$ cat src/rtl/rv32i_lsu.sv
// RV32I load/store unit: drives a valid/ready data bus, aligns store lanes,
// extends load data, and reports misaligned/illegal accesses and bus timeouts.
module rv32i_lsu #(
    parameter int unsigned MAX_WAIT = 255
) (
    input  logic        clk,
    input  logic        rst_n,
    input  logic        req_valid,
    input  logic        req_read,
    input  logic        req_write,
    input  logic [2:0]  req_funct3,
    input  logic [31:0] req_addr,
    input  logic [31:0] req_wdata,
    input  logic [4:0]  req_rd,
    output logic        stall,
    output logic        mem_req_valid,
    input  logic        mem_req_ready,
    output logic        mem_we,
    output logic [31:0] mem_addr,
    output logic [3:0]  mem_wstrb,
    output logic [31:0] mem_wdata,
    input  logic        mem_rsp_valid,
    input  logic [31:0] mem_rsp_rdata,
    output logic        op_done,
    output logic        ld_valid,
    output logic [31:0] ld_data,
    output logic [4:0]  ld_rd,
    output logic        err_misalign,
    output logic        err_timeout
);

    localparam int unsigned CW = $clog2(MAX_WAIT + 1);

    typedef enum logic [1:0] {
        IDLE,
        REQ,
        RSP,
        DONE
    } state_t;

    state_t        state;
    state_t        state_next;
    logic [CW-1:0] wait_cnt;

    logic [1:0]    lat_off;
    logic [2:0]    lat_f3;
    logic [4:0]    lat_rd;
    logic          lat_write;

    logic          accept;
    logic          legal;
    logic          limit_hit;
    logic          rsp_take;
    logic          go_misalign;
    logic          go_timeout;
    logic [3:0]    strb_calc;
    logic [31:0]   wdata_calc;
    logic [7:0]    ld_byte;
    logic [15:0]   ld_half;
    logic [31:0]   ext_data;

    assign stall     = req_valid & ~op_done;
    assign accept    = (state == IDLE) & req_valid & (req_read | req_write);
    assign limit_hit = (wait_cnt >= CW'(MAX_WAIT - 1));

    // A request with both read and write set is treated as a store.
    always_comb begin
        legal = 1'b0;
        case (req_funct3)
            3'b000:  legal = 1'b1;
            3'b001:  legal = ~req_addr[0];
            3'b010:  legal = (req_addr[1:0] == 2'b00);
            3'b100:  legal = ~req_write;
            3'b101:  legal = ~req_write & ~req_addr[0];
            default: legal = 1'b0;
        endcase
    end

    always_comb begin
        strb_calc  = '0;
        wdata_calc = '0;
        if (req_write) begin
            case (req_funct3[1:0])
                2'b00: begin
                    strb_calc  = 4'b0001 << req_addr[1:0];
                    wdata_calc = {4{req_wdata[7:0]}};
                end
                2'b01: begin
                    strb_calc  = 4'b0011 << {req_addr[1], 1'b0};
                    wdata_calc = {2{req_wdata[15:0]}};
                end
                default: begin
                    strb_calc  = 4'b1111;
                    wdata_calc = req_wdata;
                end
            endcase
        end
    end

    always_comb begin
        ld_byte  = mem_rsp_rdata[{lat_off, 3'b000} +: 8];
        ld_half  = lat_off[1] ? mem_rsp_rdata[31:16] : mem_rsp_rdata[15:0];
        ext_data = mem_rsp_rdata;
        case (lat_f3)
            3'b000:  ext_data = {{24{ld_byte[7]}}, ld_byte};
            3'b100:  ext_data = {24'h0, ld_byte};
            3'b001:  ext_data = {{16{ld_half[15]}}, ld_half};
            3'b101:  ext_data = {16'h0, ld_half};
            default: ext_data = mem_rsp_rdata;
        endcase
    end

    // The awaited handshake always takes priority over the wait limit.
    always_comb begin
        state_next  = state;
        go_misalign = 1'b0;
        go_timeout  = 1'b0;
        rsp_take    = 1'b0;
        case (state)
            IDLE: begin
                if (accept) begin
                    if (legal) begin
                        state_next = REQ;
                    end else begin
                        state_next  = DONE;
                        go_misalign = 1'b1;
                    end
                end
            end
            REQ: begin
                if (mem_req_ready) begin
                    state_next = lat_write ? DONE : RSP;
                end else if (limit_hit) begin
                    state_next = DONE;
                    go_timeout = 1'b1;
                end
            end
            RSP: begin
                if (mem_rsp_valid) begin
                    state_next = DONE;
                    rsp_take   = 1'b1;
                end else if (limit_hit) begin
                    state_next = DONE;
                    go_timeout = 1'b1;
                end
            end
            DONE:    state_next = IDLE;
            default: state_next = IDLE;
        endcase
    end

    always_ff @(posedge clk) begin
        if (!rst_n) begin
            state         <= IDLE;
            wait_cnt      <= '0;
            lat_off       <= '0;
            lat_f3        <= '0;
            lat_rd        <= '0;
            lat_write     <= 1'b0;
            mem_req_valid <= 1'b0;
            mem_we        <= 1'b0;
            mem_addr      <= '0;
            mem_wstrb     <= '0;
            mem_wdata     <= '0;
            op_done       <= 1'b0;
            ld_valid      <= 1'b0;
            ld_data       <= '0;
            ld_rd         <= '0;
            err_misalign  <= 1'b0;
            err_timeout   <= 1'b0;
        end else begin
            state         <= state_next;
            mem_req_valid <= (state_next == REQ);
            op_done       <= (state_next == DONE);
            err_misalign  <= go_misalign;
            err_timeout   <= go_timeout;
            ld_valid      <= rsp_take;

            if (state == IDLE) begin
                wait_cnt <= '0;
            end else if ((state == REQ || state == RSP) && wait_cnt != CW'(MAX_WAIT)) begin
                wait_cnt <= wait_cnt + CW'(1);
            end

            if (accept) begin
                lat_off   <= req_addr[1:0];
                lat_f3    <= req_funct3;
                lat_rd    <= req_rd;
                lat_write <= req_write;
            end

            if (accept && legal) begin
                mem_we    <= req_write;
                mem_addr  <= {req_addr[31:2], 2'b00};
                mem_wstrb <= strb_calc;
                mem_wdata <= wdata_calc;
            end else if (state_next != REQ) begin
                mem_we    <= 1'b0;
                mem_wstrb <= '0;
            end

            if (rsp_take) begin
                ld_data <= ext_data;
                ld_rd   <= lat_rd;
            end
        end
    end

endmodule

$ cat config.mk
export PLATFORM = sky130hd
export DESIGN_NAME = rv32i_lsu
export DESIGN_NICKNAME = d
export VERILOG_FILES = /design/src/rtl/rv32i_lsu.sv
export SDC_FILE = /design/constraint.sdc
export NUM_CORES = 1
export LEC_CHECK = 0
export ABC_AREA = 1
export ABC_CLOCK_PERIOD_IN_PS = 4800
export BUFFER_PORTS_ARGS = -buffer_cell sky130_fd_sc_hd__clkbuf_2
export CAP_MARGIN = 20
export CORE_ASPECT_RATIO = 0.5
export CORE_MARGIN = 4
export CORE_UTILIZATION = 53
export DETAILED_ROUTE_END_ITERATION = 10
export PLACE_DENSITY = 0.88
export SLEW_MARGIN = 20
export SYNTH_ARGS = -nofsm -noshare
export SYNTH_HDL_FRONTEND = slang
export SYNTH_SLANG_ARGS = --single-unit
export TNS_END_PERCENT = 1
$ cat constraint.sdc
create_clock -name clk -period 4.8 [get_ports clk]
set_clock_uncertainty 0.1 [all_clocks]
set_input_delay 0 -clock clk [delete_from_list [all_inputs] [get_ports clk]]
set_output_delay 0 -clock clk [all_outputs]
set_load 0.005 [all_outputs]
Yosys cells after proc, flatten, opt, wreduce, memory -nomap -nowiden --
Cells that the tools add are included.
Storage, ports and cells: output and inout bits 112, memories kept 0, latch bits 0, logic and storage cells 82, bits in read-only memories 0, flip-flop bits (word level) 130, input port bits 111, bits in writable memories 0
Operators by class: bitwise logic cells 9, reduce and logical (&&, ||, !) cells 11, div/mod/pow operators 0, $mul 0, order comparisons 1, add/subtract/negate cells 1, multiplexer cells 25, shift-type cells 3, eq/ne operators 15
Operators with widths (count):
- 32-bit case mux with 4 select lines | 1
- 32-bit case mux with 2 select lines | 1
- 32-bit 2-to-1 mux | 1
- 32-bit by 6-bit indexed part select with 8-bit output | 1
- 16-bit 2-to-1 mux | 1
- 3-bit equality test, second input constant | 4
- 4-bit 2-to-1 mux | 3
- 2-bit 2-to-1 mux | 5
- 1-bit 2-to-1 mux | 9
- 8-bit by 1-bit adder with 8-bit output, second input constant | 1
- 8-bit greater-or-equal comparator, second input constant | 1
- 8-bit inequality test, second input constant | 1
- 2-bit case mux with 4 select lines | 1
- 4-bit case mux with 2 select lines | 1
- 2-bit by 1-bit equality test with 1-bit output, second input constant | 3
- 2-bit equality test, second input constant | 3
- 3-bit by 1-bit equality test with 1-bit output, second input constant | 2
- 2-bit logical NOT | 3
- 3-bit logical NOT | 2
- 1-bit case mux with 5 select lines | 1
- 1-bit AND | 4
- 1-bit inverter | 4
- 1-bit by 2-bit << shifter with 4-bit output, first input constant | 1
- 2-bit by 2-bit << shifter with 4-bit output, first input constant | 1
- 9 further kinds | 10

Depth between registers and ports, before layout --
Gate-level depths: netlist of run 1.
word-level depth 9, depth in mapped cells 12, gate-level depth less buffers 12

Worst setup path after synthesis of run 1 --
OpenSTA, ideal clock, no wires.
path type register -> register, start reg state[0], end reg mem_wstrb[0], data required time 4.630 ns, library setup time 0.070 ns, path buffers 1, stages on the path, launching flop included 10, arrival 1.505 ns, clock period less this slack 1.675 ns, setup slack 3.125 ns, cells stage by stage dfxtp_1 > inv_1 > ha_1 > nand2_1 > nor2_4 > nand2_1 > nor2_8 > buf_4 > nand2_1 > a21oi_1
Between the ends: cells in the longest elaborated chain, start to end 7, elaborated cells on any way between the ends 15, those cells by class eq/ne: 4; mux: 6; bitwise: 2; reduce/logical: 3
Ends and longest elaborated chain:
- start, declared | RTL line 41 | state_t state;
- start signal, assigned | RTL line 172 | state <= state_next;
- 2-bit logical NOT | RTL line 63, 119
- 1-bit AND (2 in series) | RTL line 63 | assign accept = (state == IDLE) & req_valid & (req_read | req_write);
- 2-bit 2-to-1 mux | RTL line 121 | if (accept) begin
- 2-bit case mux with 4 select lines | RTL line 119 | case (state)
- 2-bit by 1-bit inequality test with 1-bit output | RTL line 197 | end else if (state_next != REQ) begin
- 2-bit nonzero test (no source line)
- end signal, assigned | RTL line 195 | mem_wstrb <= strb_calc;
- end, declared | RTL line 20 | output logic [3:0] mem_wstrb,
Several ways; a longest one is shown, not always the timed one. A chain may end at the register's enable or synchronous reset.

Final worst setup path of run 1 --
start reg state[0], end reg ld_data[6]
Between the ends: cells in the longest elaborated chain, start to end 2
Ends and longest elaborated chain:
- 2-bit equality test | RTL line 119
- 1-bit 2-to-1 mux | RTL line 119
- end signal, assigned | RTL line 203 | ld_data <= ext_data;
- end, declared | RTL line 26 | output logic [31:0] ld_data,
No other way between the ends.

==> impl_metrics.csv, run 1 <==
group,metric,value,unit
clock_tree,tritoncts,"yes",
power,leakage,3.99,nW
worst_setup_path,crit_required,4.96,ns
detailed_routing,vias_per_cell,5.64,
worst_setup_path,r2r-start,"state[0]",
global_routing,antenna_found_initial,0,
clock_tree,post-cts-setup-buffer-count,0,
clock_tree,htree_levels,4,
cells_and_area,nFillCells,626,
synthesis,synth_top_family_by_area,"compound AO/OA/AOI/OAI gates",
cells_and_area,syn_to_final_growth,51.0,%
place,place_hpwl,12200,um
worst_hold_path,worstHoldStart,"req_read",
clock_tree,clkTransAtPathRegs,0.05,ns
floorplan,rows,26,
detailed_routing,totalWireLength,21900,um
synthesis,yosysTopAreaCellShare,0.458,
global_routing,grt_pass1_wl,34200,um
synthesis,synth.cells.most_frequent,"nand2_1 (184), dfxtp_1 (130), a21oi_1 (114)",
global_routing,grt_pass1_vias,7066,
timing,fmax,310,MHz
detailed_routing,vias,7069,
timing,worst_slew_pin_slew,0.944,ns
timing,relSlewSlack,0.369,
synthesis,synthMuxAreaShare,0.00176,
cells_and_area,multi_input_area,2610,um2
power,p_sw,1.19,mW
floorplan,dieArea,12600,um2
floorplan,core_area,10300,um2
synthesis,yosysMostFrequentCell,"nand2_1",
cells_and_area,layout-drive-gt1-share,0.255,
power,p_per_area,423,nW/um2
power,internal-power,2.44,mW
worst_setup_path,critPathMaxFanout,28,
worst_setup_path,startpoint,"state[0]",
floorplan,chipWidth,155,um
detailed_routing,drt_iter0_drc,644,
global_routing,grtUsageTotal,0.345,
floorplan,die_h,81.3,um
worst_setup_path,path_class,"flop to flop",
global_routing,grt_max_degree,57,
detailed_routing,ant_nets,0,
synthesis,synthXorXnorAreaFrac,0,
power,switching_share,0.327,
run,drv_cap,0,
cells_and_area,nets,1216,
status,status,"complete, no violations",
floorplan,ios,223,
synthesis,synth_fa_ha_area_frac,0.0132,
synthesis,yosysTopAreaCell,"dfxtp_1",
timing,fin_tns_setup,0,ns
cells_and_area,seqCellArea,2600,um2
worst_setup_path,arrival,3.39,ns
synthesis,ys.warnings.count,0,
power,clockPowerShare,0.357,
detailed_routing,firstDrtPassIters,5,
synthesis,synth_cell_types,38,
global_routing,grt_overflow,0,
detailed_routing,routedWlPerCell,17.5,um
timing,fin_hold_ws,0.0832,ns
timing,layout_worst_path_cycle_share,0.673,
power,combinationalPowerShare,0.278,
timing,final_max_slew_viol_count,0,
floorplan,start_util,0.550,
synthesis,synth-compound-area-share,0.235,
worst_setup_path,end_kind,"flop",
worst_setup_path,startpoint_type,"flop",
power,vdd_drop_max,0.000340,V
synthesis,syn_area_per_cell,7.30,um2
synthesis,synth_simple_gate_area_frac,0.208,
clock_tree,clockBufferDepth,2,
place,io_buffer_count,220,
timing,finalHoldViolations,0,
clock_tree,numCtsBuffers,17,
clock_tree,insertion_delay,0.41,ns
synthesis,synth_edf_count,0,
synthesis,syn-cell-area,5690,um2
detailed_routing,drc,0,
timing,rsz0062_at_grt,"no",
synthesis,synthTopCellsByArea,"dfxtp_1 (46%), nand2_1 (12%), a21oi_1 (10%), o21ai_0 (6.6%), nor2_1 (4.7%)",
place,routabilityCongestion,0.888,
clock_tree,cts_sinks,130,
synthesis,async_flop_share,0,
worst_hold_path,hp-class,"primary input to flop",
synthesis,synth_seq_cells,130,
timing,period_needed,3.23,ns
synthesis,synth_ff_type,"dfxtp_1",
power,p_seq_frac,0.365,
timing,setup_viol,0,
clock_tree,cts_root_buffer,"clkbuf_16",
synthesis,ys_seq_area_frac,0.458,
synthesis,syn_inst,779,
==> cell type report <==
class / count / area share
Inverter: 70 / 0.0306
Tap cell: 140 / 0.0204
Sequential cell: 130 / 0.303
Multi-Input combinational cell: 535 / 0.304
Timing Repair Buffer: 345 / 0.273
Clock inverter: 9 / 0.0121
Antenna cell: 1 / 0.000291
Clock buffer: 23 / 0.0568
==> worst max-delay path: stages, from the launching register on <==
cell,delay [ns]
dfxtp_1,0.37
inv_1,0.11
ha_1,0.26
nand2_1,0.70
inv_1,0.59
o2111ai_1,0.28
dlygate4sd3_1,0.60
a21oi_1,0.06
==> sequential cells by signal, summed over array words and instances, names as in the netlist <==
register and cells:
ld_data 32, mem_wdata 32, mem_addr 30, wait_cnt 8, lat_rd 5, ld_rd 5, mem_wstrb 4, lat_f3 3
lat_off 2, state 2, err_misalign 1, err_timeout 1, lat_write 1, ld_valid 1, mem_req_valid 1, mem_we 1
op_done 1
==> logic make-up after synthesis <==
logic type                 Yosys count
muxes                                1
AOI/OAI and AO/OA                  238
adders and majority gates            6
other                                1
buffers and inverters              115
and+or+nand+nor                    288
DFF                                130
==> worst paths after layout <==
check / end / slack, ns / cells past startpoint
max: ld_data[6] / 1.57 / 7
min: lat_f3[1] / 0.08 / 4
max reg2reg: ld_data[6] / 1.57 / 7
min reg2reg: mem_wdata[0] / 0.36 / 2
==> layer usage <==
metal  vias to the layer above  global-route usage  routed length [um]
met5                         -                   0                   0
met4                         0               0.226                1120
met3                       107               0.106                2290
met2                       498               0.609               10600
met1                      3245               0.365                7880
li1                       3219                   -                   -
==> power by group through the flow <==
| stage | Combinational, mW | Clock [mW] | Sequential, mW |
|---|---|---|---|
| 2_1_floorplan | 0.563 | 0 | 1.32 |
| 3_3_place_gp | 0.822 | 0 | 1.33 |
| 3_5_place_dp | 0.844 | 0 | 1.34 |
| 4_1_cts | 0.959 | 1.30 | 1.32 |
| 5_1_grt | 1.11 | 1.36 | 1.34 |
| 6_report | 1.01 | 1.30 | 1.33 |
==> layout by cell type, fill, tap and decap left out, types with 4 or more instances in the layout <==
cell type and count:
nand2_1 184, clkbuf_16 17, nand3_1 12, dlygate4sd3_1 122
inv_1 63, clkbuf_8 4, nor3_1 5, a31o_2 10
nor2_1 71, clkinv_2 4, a21oi_1 114, dfxtp_1 130
ha_1 6, o211ai_1 22, inv_2 7, nand4_1 5
clkbuf_2 220, o21ai_0 75
==> what timing repair did <==
item | in CTS | in global routing
gates resized for setup | 0 | 0
hold buffers | 122 | 0
endpoints found under the hold margin | 111 | 0
==> per-stage QoR <==
stage / instance area, um2 / power (mW) / std cells / worst slack [ns] / util
6_report: 8590 / 3.63 / 1253 / 1.57 / 0.830
4_1_cts: 8590 / 3.57 / 1252 / 1.74 / 0.830
3_5_place_dp: 6780 / 2.18 / 1098 / 1.96 / 0.655
5_1_grt: 8590 / 3.81 / 1252 / 1.38 / 0.830
2_1_floorplan: 5690 / 1.88 / 780 / 3.12 / -
3_3_place_gp: 6780 / 2.15 / 1098 / 2.05 / 0.655
Note: power is estimated with default switching activity, not from simulation.
==> run 2, diff against run 1 <==
Settings changed: ABC_CLOCK_PERIOD_IN_PS 4800 to 3250, CORE_UTILIZATION 53 to 49, PLACE_DENSITY 0.88 to 0.82.
Clock period 4.8 ns to 3.25 ns, I/O delays scaled along.
==> run 2 against run 1 <==
  * First-iteration DRC count shrank 9.6%
  * Worst hold slack lost 0.048 ns
  * Register-to-register slack lost 1.3 ns
  * Largest cell class unchanged
  * Combinational power grew 50%
  * Cell area grew 1.0%
  * Setup slack lost 1.3 ns
  * Critical path type unchanged
  * Flip-flop and latch count is the same
==> impl_metrics.csv, run 2 (synthesis gave the netlist of run 1 again) <==
group,metric,value,unit
worst_setup_path,r2r-start,"state[1]",
power,p_seq_frac,0.351,
global_routing,grt_pass1_wl,34000,um
detailed_routing,drc,0,
clock_tree,cts_root_buffer,"clkbuf_16",
worst_setup_path,startpoint_type,"flop",
worst_setup_path,r2r_slack,0.30,ns
cells_and_area,layout-drive-gt1-share,0.259,
worst_setup_path,ff2ff_path_depth,9,
status,status,"complete, no violations",
timing,final_max_slew_viol_count,0,
cells_and_area,layout_common_cells,"clkbuf_2 (220), nand2_1 (184), dfxtp_1 (130), dlygate4sd3_1 (122), a21oi_1 (114)",
detailed_routing,drt_iter0_drc,582,
worst_setup_path,critPathBufInv,2,
worst_setup_path,critPathSlowestCell,"dlygate4sd3_1",
cells_and_area,syn_to_final_growth,52.6,%
power,clockPowerShare,0.375,
worst_setup_path,endpoint,"mem_wdata[28]",
timing,rsz0062_at_grt,"no",
clock_tree,clockBufferDepth,2,
worst_setup_path,arrival,3.17,ns
detailed_routing,routedWlPerCell,16.5,um
power,combinationalPowerShare,0.274,
cells_and_area,multi_input_area,2610,um2
timing,fmax,339,MHz
run,drv_cap,0,
clock_tree,insertion_delay,0.40,ns
detailed_routing,ant_nets,0,
clock_tree,tritoncts,"yes",
timing,setup_viol,0,
global_routing,grt_pass1_vias,6932,
worst_hold_path,hold_path_depth,4,
worst_setup_path,path_class,"flop to flop",
floorplan,core_area,11100,um2
floorplan,chipWidth,160,um
cells_and_area,nets,1221,
worst_setup_path,worstPathCellList,"inv_1 > ha_1 > nand2_1 > nor2_4 > nand2_1 > nor2_8 > o211ai_1 > dlygate4sd3_1 > a21oi_1",
detailed_routing,vias,6915,
place,io_buffer_count,220,
worst_setup_path,regToRegEndpoint,"mem_wdata[28]",
timing,fin_tns_setup,0,ns
floorplan,start_util,0.510,
cells_and_area,seqCellArea,2600,um2
worst_setup_path,slowest_delay,0.61,ns
timing,layout_worst_path_cycle_share,0.907,
place,place_hpwl,12400,um
worst_hold_path,hp-class,"primary input to flop",
timing,relSlewSlack,0.346,
power,p_sw,1.75,mW
clock_tree,post-cts-setup-buffer-count,0,
clock_tree,numCtsBuffers,17,
cells_and_area,final_util,0.778,
worst_setup_path,cpMostUsedCell,"nand2_1",
detailed_routing,vias_per_cell,5.48,
timing,setup_ws,0.301,ns
cells_and_area,final_common_cell,"clkbuf_2",
worst_setup_path,path_delay_family,"simple AND/OR/NAND/NOR gates",
global_routing,grt_max_degree,68,
worst_setup_path,critPathMaxFanout,37,
global_routing,grtUsageTotal,0.304,
cells_and_area,antenna_cells,0,
place,place_ws,0.962,ns
worst_setup_path,end_kind,"flop",
clock_tree,cts_sinks,130,
clock_tree,cts-resized-gates,0,
clock_tree,clkTransAtPathRegs,0.06,ns
floorplan,rows,27,
detailed_routing,firstDrtPassIters,6,
place,routabilityCongestion,0.875,
clock_tree,htree_levels,4,
power,internal-power,3.77,mW
global_routing,grt_overflow,0,
power,leakage,4.02,nW
worst_setup_path,crit_required,3.47,ns
cells_and_area,nFillCells,751,
timing,fin_hold_ws,0.0353,ns
timing,period_needed,2.95,ns
global_routing,antenna_found_initial,0,
floorplan,dieArea,13500,um2
detailed_routing,totalWireLength,20800,um
timing,finalHoldViolations,0,
cells_and_area,reg_top3,"ld_data x32, mem_wdata x32, mem_addr x30",
floorplan,die_h,84.2,um
timing,worst_slew_pin_slew,0.975,ns
worst_setup_path,startpoint,"state[1]",
floorplan,ios,223,
power,switching_share,0.318,
power,p_per_area,636,nW/um2
power,vdd_drop_max,0.000453,V
worst_setup_path,cp.depth,9,
-- run 2: changes by cell type in the layout (fill, tap and decap cells not counted) --
cell        previous run  this run
clkinv_4               1         0
inv_1                 63        62
clkinv_2               4         2
diode_2                1         0
clkinv_1               0         1
bufinv_16              2         4
clkinvlp_4             2         3
buf_4                  3         8
clkbuf_1               2         1
-- run 2: timing repair --
item / CTS / global route
hold buffers: 122 / 0
endpoints found under the setup margin: 0 / 0
hold endpoints to repair: 109 / 0
-- run 2: final cells by class --
class                   count  share of cell area
repair buffers            350               0.275
inverters                  70              0.0303
clock buffers              22              0.0558
multi-input cells         535               0.301
clock inverters             9              0.0176
flip-flops and latches    130               0.300
well taps                 145              0.0209
-- run 2: how the worst min path moves through the flow --
stage | to | start | slack, ns
after CTS | err_misalign | rst_n | 0.02
after global placement | lat_rd[4] | req_rd[4] | 0.13
after floorplan | stall | req_valid | -0.03
final | lat_f3[0] | req_read | 0.04
after global routing | err_misalign | rst_n | 0.06
after detailed placement | mem_addr[7] | req_addr[7] | 0.14
-- run 2: power groups by stage --
stage | clock network, mW | logic (mW) | registers (mW)
final | 2.07 | 1.51 | 1.94
after global routing | 2.17 | 1.67 | 1.96
after CTS | 2.08 | 1.45 | 1.93
after detailed placement | 0 | 1.29 | 1.96
after global placement | 0 | 1.26 | 1.95
after floorplan | 0 | 0.831 | 1.95
-- run 2: metrics by stage --
stage          area, um2  total power, mW  instances
3_3_place_gp        6820             3.21       1108
2_1_floorplan       5690             2.78        780
5_1_grt             8680             5.80       1261
3_5_place_dp        6820             3.25       1108
6_report            8680             5.52       1261
4_1_cts             8680             5.46       1261
-- run 2: worst reg2reg max path, cell delays in order (launching register included) --
cell	delay, ns
dfxtp_1	0.33
inv_1	0.13
ha_1	0.20
nand2_1	0.11
nor2_4	0.34
nand2_1	0.24
nor2_8	0.47
o211ai_1	0.18
dlygate4sd3_1	0.61
a21oi_1	0.17
-- run 2: routing by layer --
layer / global-route usage / part of all wire / vias to the layer above / routed length, um
met5: 0 / 0 / - / 0
met4: 0.145 / 0.041 / 0 / 860
met3: 0.0790 / 0.089 / 93 / 1860
met2: 0.537 / 0.49 / 411 / 10200
met1: 0.348 / 0.38 / 3193 / 7970
li1: - / - / 3218 / -
